### config.mk
export PLATFORM = sky130hd
export DESIGN_NAME = search_idx_pipe
export DESIGN_NICKNAME = d
export VERILOG_FILES = /design/src/rtl/spr_pkg.sv /design/src/rtl/search_idx_lane.sv /design/src/rtl/search_idx_pipe.sv
export SDC_FILE = /design/constraint.sdc
export NUM_CORES = 2
export LEC_CHECK = 0
export ABC_AREA = 1
export CAP_MARGIN = 20
export CELL_PAD_IN_SITES_DETAIL_PLACEMENT = 0
export CELL_PAD_IN_SITES_GLOBAL_PLACEMENT = 1
export CORE_ASPECT_RATIO = 0.9
export CORE_MARGIN = 2
export CORE_UTILIZATION = 28
export DETAILED_ROUTE_END_ITERATION = 8
export PLACE_DENSITY_LB_ADDON = 0.1
export SETUP_SLACK_MARGIN = 0.2
export SLEW_MARGIN = 20
export SYNTH_ARGS = -nofsm -noshare
export SYNTH_HDL_FRONTEND = slang
export SYNTH_SLANG_ARGS = --single-unit
### constraint.sdc
create_clock -name clk -period 9.2 [get_ports clk]
set_clock_uncertainty 0.2 [all_clocks]
set_input_delay 0.92 -clock clk [delete_from_list [all_inputs] [get_ports clk]]
set_output_delay 0.92 -clock clk [all_outputs]
set_load 0.01 [all_outputs]
### src/rtl/spr_pkg.sv
// Shared definitions for the SPR gamma/de-gamma segment search.
// This file holds the default widths, the reset breakpoint function and the lane slicing helper.
package spr_pkg;

  localparam int DW_DEF       = 11;
  localparam int SEG_LOG2_DEF = 5;

  // Reset breakpoint k: evenly spaced levels, with the last entry pinned to full scale.
  function automatic logic [31:0] default_level(input int k, input int dw, input int seg_log2);
    if (k < (1 << seg_log2)) begin
      return 32'(k) << (dw - seg_log2);
    end
    return (32'd1 << dw) - 32'd1;
  endfunction

  function automatic int lane_lsb(input int c, input int w);
    return c * w;
  endfunction

endpackage

### src/rtl/search_idx_lane.sv
// Per-channel datapath in two stages.
// Stage 1 compares the pixel against the breakpoints and encodes the segment index; stage 2 looks up the levels and forms offset and span.
module search_idx_lane
  import spr_pkg::*;
#(
  parameter int DW       = DW_DEF,
  parameter int SEG_LOG2 = SEG_LOG2_DEF
) (
  input  logic                             clk,
  input  logic                             rst_n,
  input  logic                             en1_i,
  input  logic                             en2_i,
  input  logic [DW-1:0]                    pix_i,
  input  logic [((1<<SEG_LOG2)+1)*DW-1:0]  table_i,
  output logic [SEG_LOG2-1:0]              idx_o,
  output logic [DW-1:0]                    pixel_o,
  output logic [DW-1:0]                    low_o,
  output logic [DW-1:0]                    high_o,
  output logic [DW-1:0]                    offset_o,
  output logic [DW-1:0]                    span_o
);

  localparam int SEG = 1 << SEG_LOG2;

  logic [DW-1:0]       lvl [SEG+1];
  logic [SEG_LOG2-1:0] idx_d, idx_q;
  logic [DW-1:0]       pix_q;
  logic [SEG_LOG2:0]   idx_hi;
  logic [DW-1:0]       low_d, high_d, offset_d, span_d;
  logic [SEG_LOG2-1:0] idx2_q;
  logic [DW-1:0]       pix2_q, low_q, high_q, offset_q, span_q;

  for (genvar k = 0; k <= SEG; k++) begin : g_lvl
    assign lvl[k] = table_i[lane_lsb(k, DW) +: DW];
  end

  // Highest set compare bit wins, so a non-monotonic table still resolves deterministically.
  always_comb begin
    idx_d = '0;
    for (int k = 0; k < SEG; k++) begin
      if (pix_i >= lvl[k]) idx_d = SEG_LOG2'(k);
    end
  end

  always_ff @(posedge clk or negedge rst_n) begin
    if (!rst_n) begin
      idx_q <= '0;
      pix_q <= '0;
    end else begin
      idx_q <= en1_i ? idx_d : '0;
      pix_q <= en1_i ? pix_i : '0;
    end
  end

  assign idx_hi = {1'b0, idx_q} + (SEG_LOG2+1)'(1);

  always_comb begin
    low_d    = lvl[{1'b0, idx_q}];
    high_d   = lvl[idx_hi];
    offset_d = (pix_q >= low_d) ? pix_q - low_d : '0;
    span_d   = (high_d >= low_d) ? high_d - low_d : '0;
  end

  always_ff @(posedge clk or negedge rst_n) begin
    if (!rst_n) begin
      idx2_q   <= '0;
      pix2_q   <= '0;
      low_q    <= '0;
      high_q   <= '0;
      offset_q <= '0;
      span_q   <= '0;
    end else if (en2_i) begin
      idx2_q   <= idx_q;
      pix2_q   <= pix_q;
      low_q    <= low_d;
      high_q   <= high_d;
      offset_q <= offset_d;
      span_q   <= span_d;
    end else begin
      idx2_q   <= '0;
      pix2_q   <= '0;
      low_q    <= '0;
      high_q   <= '0;
      offset_q <= '0;
      span_q   <= '0;
    end
  end

  assign idx_o    = idx2_q;
  assign pixel_o  = pix2_q;
  assign low_o    = low_q;
  assign high_o   = high_q;
  assign offset_o = offset_q;
  assign span_o   = span_q;

endmodule

### src/rtl/search_idx_pipe.sv
// Multi-channel piecewise-linear segment search with a double-buffered breakpoint table.
// Shadow edits go live only on a vsync falling edge after a commit request.
module search_idx_pipe
  import spr_pkg::*;
#(
  parameter int DW       = DW_DEF,
  parameter int SEG_LOG2 = SEG_LOG2_DEF,
  parameter int CH       = 3
) (
  input  logic                   clk,
  input  logic                   rst_n,
  input  logic                   i_hs,
  input  logic                   i_vs,
  input  logic [CH*DW-1:0]       i_pix,
  input  logic                   cfg_we,
  input  logic [SEG_LOG2:0]      cfg_addr,
  input  logic [DW-1:0]          cfg_wdata,
  input  logic                   cfg_commit,
  output logic                   cfg_pending,
  output logic                   o_hs,
  output logic                   o_vs,
  output logic [CH*SEG_LOG2-1:0] o_idx,
  output logic [CH*DW-1:0]       o_pixel,
  output logic [CH*DW-1:0]       o_low,
  output logic [CH*DW-1:0]       o_high,
  output logic [CH*DW-1:0]       o_offset,
  output logic [CH*DW-1:0]       o_span
);

  localparam int SEG = 1 << SEG_LOG2;

  logic [DW-1:0]          shadow_q [SEG+1];
  logic [DW-1:0]          active_q [SEG+1];
  logic [(SEG+1)*DW-1:0]  table_flat;
  logic                   hs1_q, vs1_q, hs2_q, vs2_q;
  logic                   pending_q, pending_d;
  logic                   copy_evt;
  logic                   wr_ok;
  logic                   en1, en2;

  assign copy_evt = vs1_q & ~i_vs & pending_q;
  assign wr_ok    = cfg_we && (cfg_addr <= (SEG_LOG2+1)'(SEG));

  // A commit on the copy cycle re-arms the request for the following blanking.
  always_comb begin
    pending_d = pending_q | cfg_commit;
    if (copy_evt) pending_d = cfg_commit;
  end

  always_ff @(posedge clk or negedge rst_n) begin
    if (!rst_n) begin
      hs1_q     <= 1'b0;
      vs1_q     <= 1'b0;
      hs2_q     <= 1'b0;
      vs2_q     <= 1'b0;
      pending_q <= 1'b0;
    end else begin
      hs1_q     <= i_hs;
      vs1_q     <= i_vs;
      hs2_q     <= hs1_q;
      vs2_q     <= vs1_q;
      pending_q <= pending_d;
    end
  end

  // The copy reads shadow_q before this cycle's write lands, so same-cycle edits stay in the shadow.
  always_ff @(posedge clk or negedge rst_n) begin
    if (!rst_n) begin
      for (int k = 0; k <= SEG; k++) begin
        shadow_q[k] <= DW'(default_level(k, DW, SEG_LOG2));
        active_q[k] <= DW'(default_level(k, DW, SEG_LOG2));
      end
    end else begin
      if (wr_ok) shadow_q[cfg_addr] <= cfg_wdata;
      if (copy_evt) begin
        for (int k = 0; k <= SEG; k++) active_q[k] <= shadow_q[k];
      end
    end
  end

  for (genvar k = 0; k <= SEG; k++) begin : g_flat
    assign table_flat[lane_lsb(k, DW) +: DW] = active_q[k];
  end

  assign en1 = i_hs & i_vs;
  assign en2 = hs1_q & vs1_q;

  for (genvar c = 0; c < CH; c++) begin : g_lane
    search_idx_lane #(
      .DW       (DW),
      .SEG_LOG2 (SEG_LOG2)
    ) u_lane (
      .clk      (clk),
      .rst_n    (rst_n),
      .en1_i    (en1),
      .en2_i    (en2),
      .pix_i    (i_pix[lane_lsb(c, DW) +: DW]),
      .table_i  (table_flat),
      .idx_o    (o_idx[lane_lsb(c, SEG_LOG2) +: SEG_LOG2]),
      .pixel_o  (o_pixel[lane_lsb(c, DW) +: DW]),
      .low_o    (o_low[lane_lsb(c, DW) +: DW]),
      .high_o   (o_high[lane_lsb(c, DW) +: DW]),
      .offset_o (o_offset[lane_lsb(c, DW) +: DW]),
      .span_o   (o_span[lane_lsb(c, DW) +: DW])
    );
  end

  assign cfg_pending = pending_q;
  assign o_hs        = hs2_q;
  assign o_vs        = vs2_q;

endmodule

==> metrics list <==
* Instance area at placement: 84900 um2
- In this run the power density over the cells is 177 nW/um2.
- Post-synthesis instance area: 77700 um2
- Area of the core region: 276000 um2
* Critical path launch point type: flip-flop
- Mean cell area of the mapped netlist: 7.34 um2
- Result of the run: completed
- Commonest cells after routing, fill and taps aside: sky130_fd_sc_hd__o21ai_0 (1950), sky130_fd_sc_hd__a21oi_1 (1692), sky130_fd_sc_hd__nand2_1 (1637), sky130_fd_sc_hd__ha_1 (1089), sky130_fd_sc_hd__dfrtp_1 (768)
- Along the worst path, the maximum fanout reaches 54.
- Dividing the final minimum period by the clock period gives 73.9%.
- Register area: 24300 um2
- Die Area: 282000 um2
- Wire length reported by the detailed router: 518000 um
- The number of nets handed over by synthesis was 11700.
- Setup repair after global routing left no endpoint under its margin.
- Counting flops with an async set or reset pin after synthesis yields a share of 100%.
- Final weighted congestion in routability-driven placement: 1.00
* Antenna violations before repair: 52
- Data on the critical path arrives at its endpoint at 7280 ps.
- Counting flops with a built-in enable in the synthesized netlist gives 0.
* Via count of the routed design: 84100
- Number of clock sinks: 959
* Commonest non-fill, non-tap cell in the layout: sky130_fd_sc_hd__o21ai_0
- Largest net degree at the start of global routing: 185
- The H-tree was split into 3 levels.
* Number of buffers inserted by hold repair at cts: 1
- I/O pin count: 239
* Shortest clock period the worst path allows after layout: 6800 ps
- Global-route wire length before repair: 697000 um
- Path type of the worst setup path: reg2reg
- Fraction of the yosys area taken by sequential cells: 31.2%
- Setup slack on the critical path of the routed design comes to 2400 ps.
* Antenna violation net count after detailed routing: 0
- Counting flops and latches in the post-synthesis netlist gives 959.
- In the synthesized netlist, the number of instances is 10600.
- Clock-pin slew was measured on the worst setup and hold paths at 60 ps.
* Leakage: 37.9 nW
- For hold timing, the worst endpoint is o_vs$_DFF_PN0_.
- Once the floorplan was initialized, standard cells occupied 28.1% of the core.
- Worst R2R Start: g_lane[2].u_lane.idx_q[0]$_DFF_PN0_
- Relative to the synthesized area, the layout overhead comes to 14.8%.
- Vias per std cell: 5.84
* Transition at the pin with the smallest max-transition slack: 1340 ps
- During placement, the flow inserted port buffers numbering 238.
* Path depth of the worst reg2reg path: 27
- The layout has 29900 filler cells.
- Per-cell routed wire length: 36.0 um
* Layout Cell Area excl Fill: 89300 um2
* Worst setup EP type: flip-flop
- Die Ht: 504 um
- Number of global-route vias before repair: 78700
* Yosys warnings: 0
* Max Freq: 0.147 GHz
- Standard-cell row count: 183
- Synthesis instantiated 61 different standard cells from the library.
* Worst-case vdd ir drop: 0.000148 V
- Buffers from clock root to sink, at most: 3
- The slowest stage of the critical path is the sky130_fd_sc_hd__dfrtp_4 cell.
- Number of instances resized during post-cts repair: 0
* Post-route DRC: 0
* Number of post-CTS setup repair buffers: 0
* Net total in the final layout: 11700
* Clock buffer count from CTS: 121
- Setup slack after placement: 2700 ps
- Required time reported for the critical path endpoint: 9680 ps
* Core occupancy in the finished layout: 32.3%
- Delay of the slowest cell on the worst path: 890 ps
- Setup violations remaining at the end of the flow were counted as 0.
* WHS Path Cells: 0
- Library cell used as clock root buffer: sky130_fd_sc_hd__clkbuf_16
- TritonCTS built the clock tree.
* Accumulated negative setup slack: 0 ps
- The multi-input combinational cells in the finished layout cover a total of 48500 um2.
- The startpoint identified for the worst hold timing path is vs1_q$_DFF_PN0_.
- The first TritonRoute pass finished after 6 iterations.
- Number of DRC markers after the initial detailed-route iteration: 11300
* Worst setup slack for register-to-register paths: 2400 ps
- Cells with a size suffix above 1 make up 7.61% of the layout.
- The die is 559 um wide.
- Reg2reg end: g_lane[2].u_lane.span_o[7]$_DFF_PN0_
- Number of pins with negative max-slew slack in the final report: 0
* Max-slew headroom: 9.79%
- The path class of the tightest hold or removal check is reg2reg.
- The clock reaches the later pin of the worst-skew pair after 850 ps.
* HPWL after DPL: 384000 um
* Max cap viols: 0
* Total Routing Usage GR: 35.6%
* GRT overflow: 0
- Final-report hold violation count: 0
- CP Launch Point: g_lane[2].u_lane.idx_q[0]$_DFF_PN0_
- Top_reg_cell synth: sky130_fd_sc_hd__dfrtp_1
critical path, delay by kind of cell (launching register included):
family                     cells  cell delay, ps
AOI/OAI and AO/OA             10            1550
adders and majority gates      2             890
buffers and inverters          3            1670
DFF                            1             890
and+or+nand+nor               12            1280
flip-flops by register name (all words and copies together), names as in the netlist, 15 cells and up:
name	flops
g_lane.u_lane.span_o	33
g_lane.u_lane.idx_q	15
g_lane.u_lane.high_o	33
g_lane.u_lane.pix_q	33
g_lane.u_lane.pixel_o	33
shadow_q	363
g_lane.u_lane.low_o	33
active_q	363
g_lane.u_lane.offset_o	33
g_lane.u_lane.idx_o	15
synthesized netlist by cell type (all sizes together) (22+ instances only):
| master | number | area [um2] |
|---|---|---|
| o211ai | 22 | 165 |
| a2111oi | 31 | 272 |
| a21oi | 1697 | 8520 |
| clkbuf | 574 | 2150 |
| a31oi | 52 | 325 |
| buf | 70 | 273 |
| nor3b | 27 | 203 |
| o31ai | 43 | 323 |
| dfrtp | 777 | 19400 |
| inv | 770 | 2890 |
| ha | 1092 | 13700 |
| o21a | 29 | 218 |
| nor3 | 47 | 235 |
| nand2 | 1644 | 6180 |
| or2 | 26 | 163 |
| nor2 | 443 | 1690 |
| o21ai | 1957 | 9790 |
| a21o | 28 | 211 |
| nand3 | 703 | 3520 |
| nor4 | 76 | 475 |
| a211oi | 41 | 308 |
| nand4 | 68 | 425 |
| dfstp | 182 | 4780 |
routing by layer:
layer / part of all wire [%] / up-vias / global-route usage [%]
met5: 0.0058 / - / 0
met1: 43 / 41800 / 48.1
met4: 5.8 / 4 / 17.7
met2: 43 / 4177 / 54.5
met3: 8.0 / 884 / 6.05
li1: - / 37200 / -
metrics by stage:
| stage | hold slack (ps) | std cells | power, W |
|---|---|---|---|
| floorplan | 154 | 10600 | 0.00779 |
| global placement | 217 | 14100 | 0.0104 |
| detailed placement | 242 | 14100 | 0.0104 |
| CTS | 256 | 14400 | 0.0157 |
| global route | 263 | 14400 | 0.0164 |
| finish | 251 | 14400 | 0.0158 |
worst max path at each step:
stage	endpoint	cells past startpoint	slack, ps
after floorplan	g_lane[2].u_lane.span_o[6]$_DFF_PN0_	26	4610
after CTS	g_lane[2].u_lane.span_o[7]$_DFF_PN0_	25	2630
after detailed placement	g_lane[2].u_lane.span_o[7]$_DFF_PN0_	25	2700
after global routing	g_lane[2].u_lane.span_o[7]$_DFF_PN0_	27	2000
final	g_lane[2].u_lane.span_o[7]$_DFF_PN0_	27	2400
after global placement	g_lane[1].u_lane.span_o[7]$_DFF_PN0_	24	2180
layout make-up:
cell class                 count  share of cell area [%]
tap                         3700                    5.19
multi-input combinational   8197                    54.4
clock buffer                 174                    3.88
clock inverter                55                   0.887
sequential                   959                    27.2
antenna                       11                  0.0308
inverter                     783                    3.33
timing repair buffer         507                    5.13
cell families (layout without fill, tap and decap cells):
kind of cell               count (synthesis)  after routing  share of synthesized area [%]
buffers and inverters                   1427           1519                           6.90
and+or+nand+nor                         3056           3056                           16.8
DFF                                      959            959                           31.2
other                                      0             11                              0
adders and majority gates               1098           1098                           17.7
xor gates and xnor gates                  32             32                          0.361
AOI/OAI and AO/OA                       4011           4011                           27.1
where the power goes:
part           internal (W)  switching [W]
Clock               0.00302        0.00223
Combinational       0.00156        0.00391
Sequential          0.00462       0.000427
Total               0.00920        0.00657
Note: power is estimated with default switching activity, not from simulation.
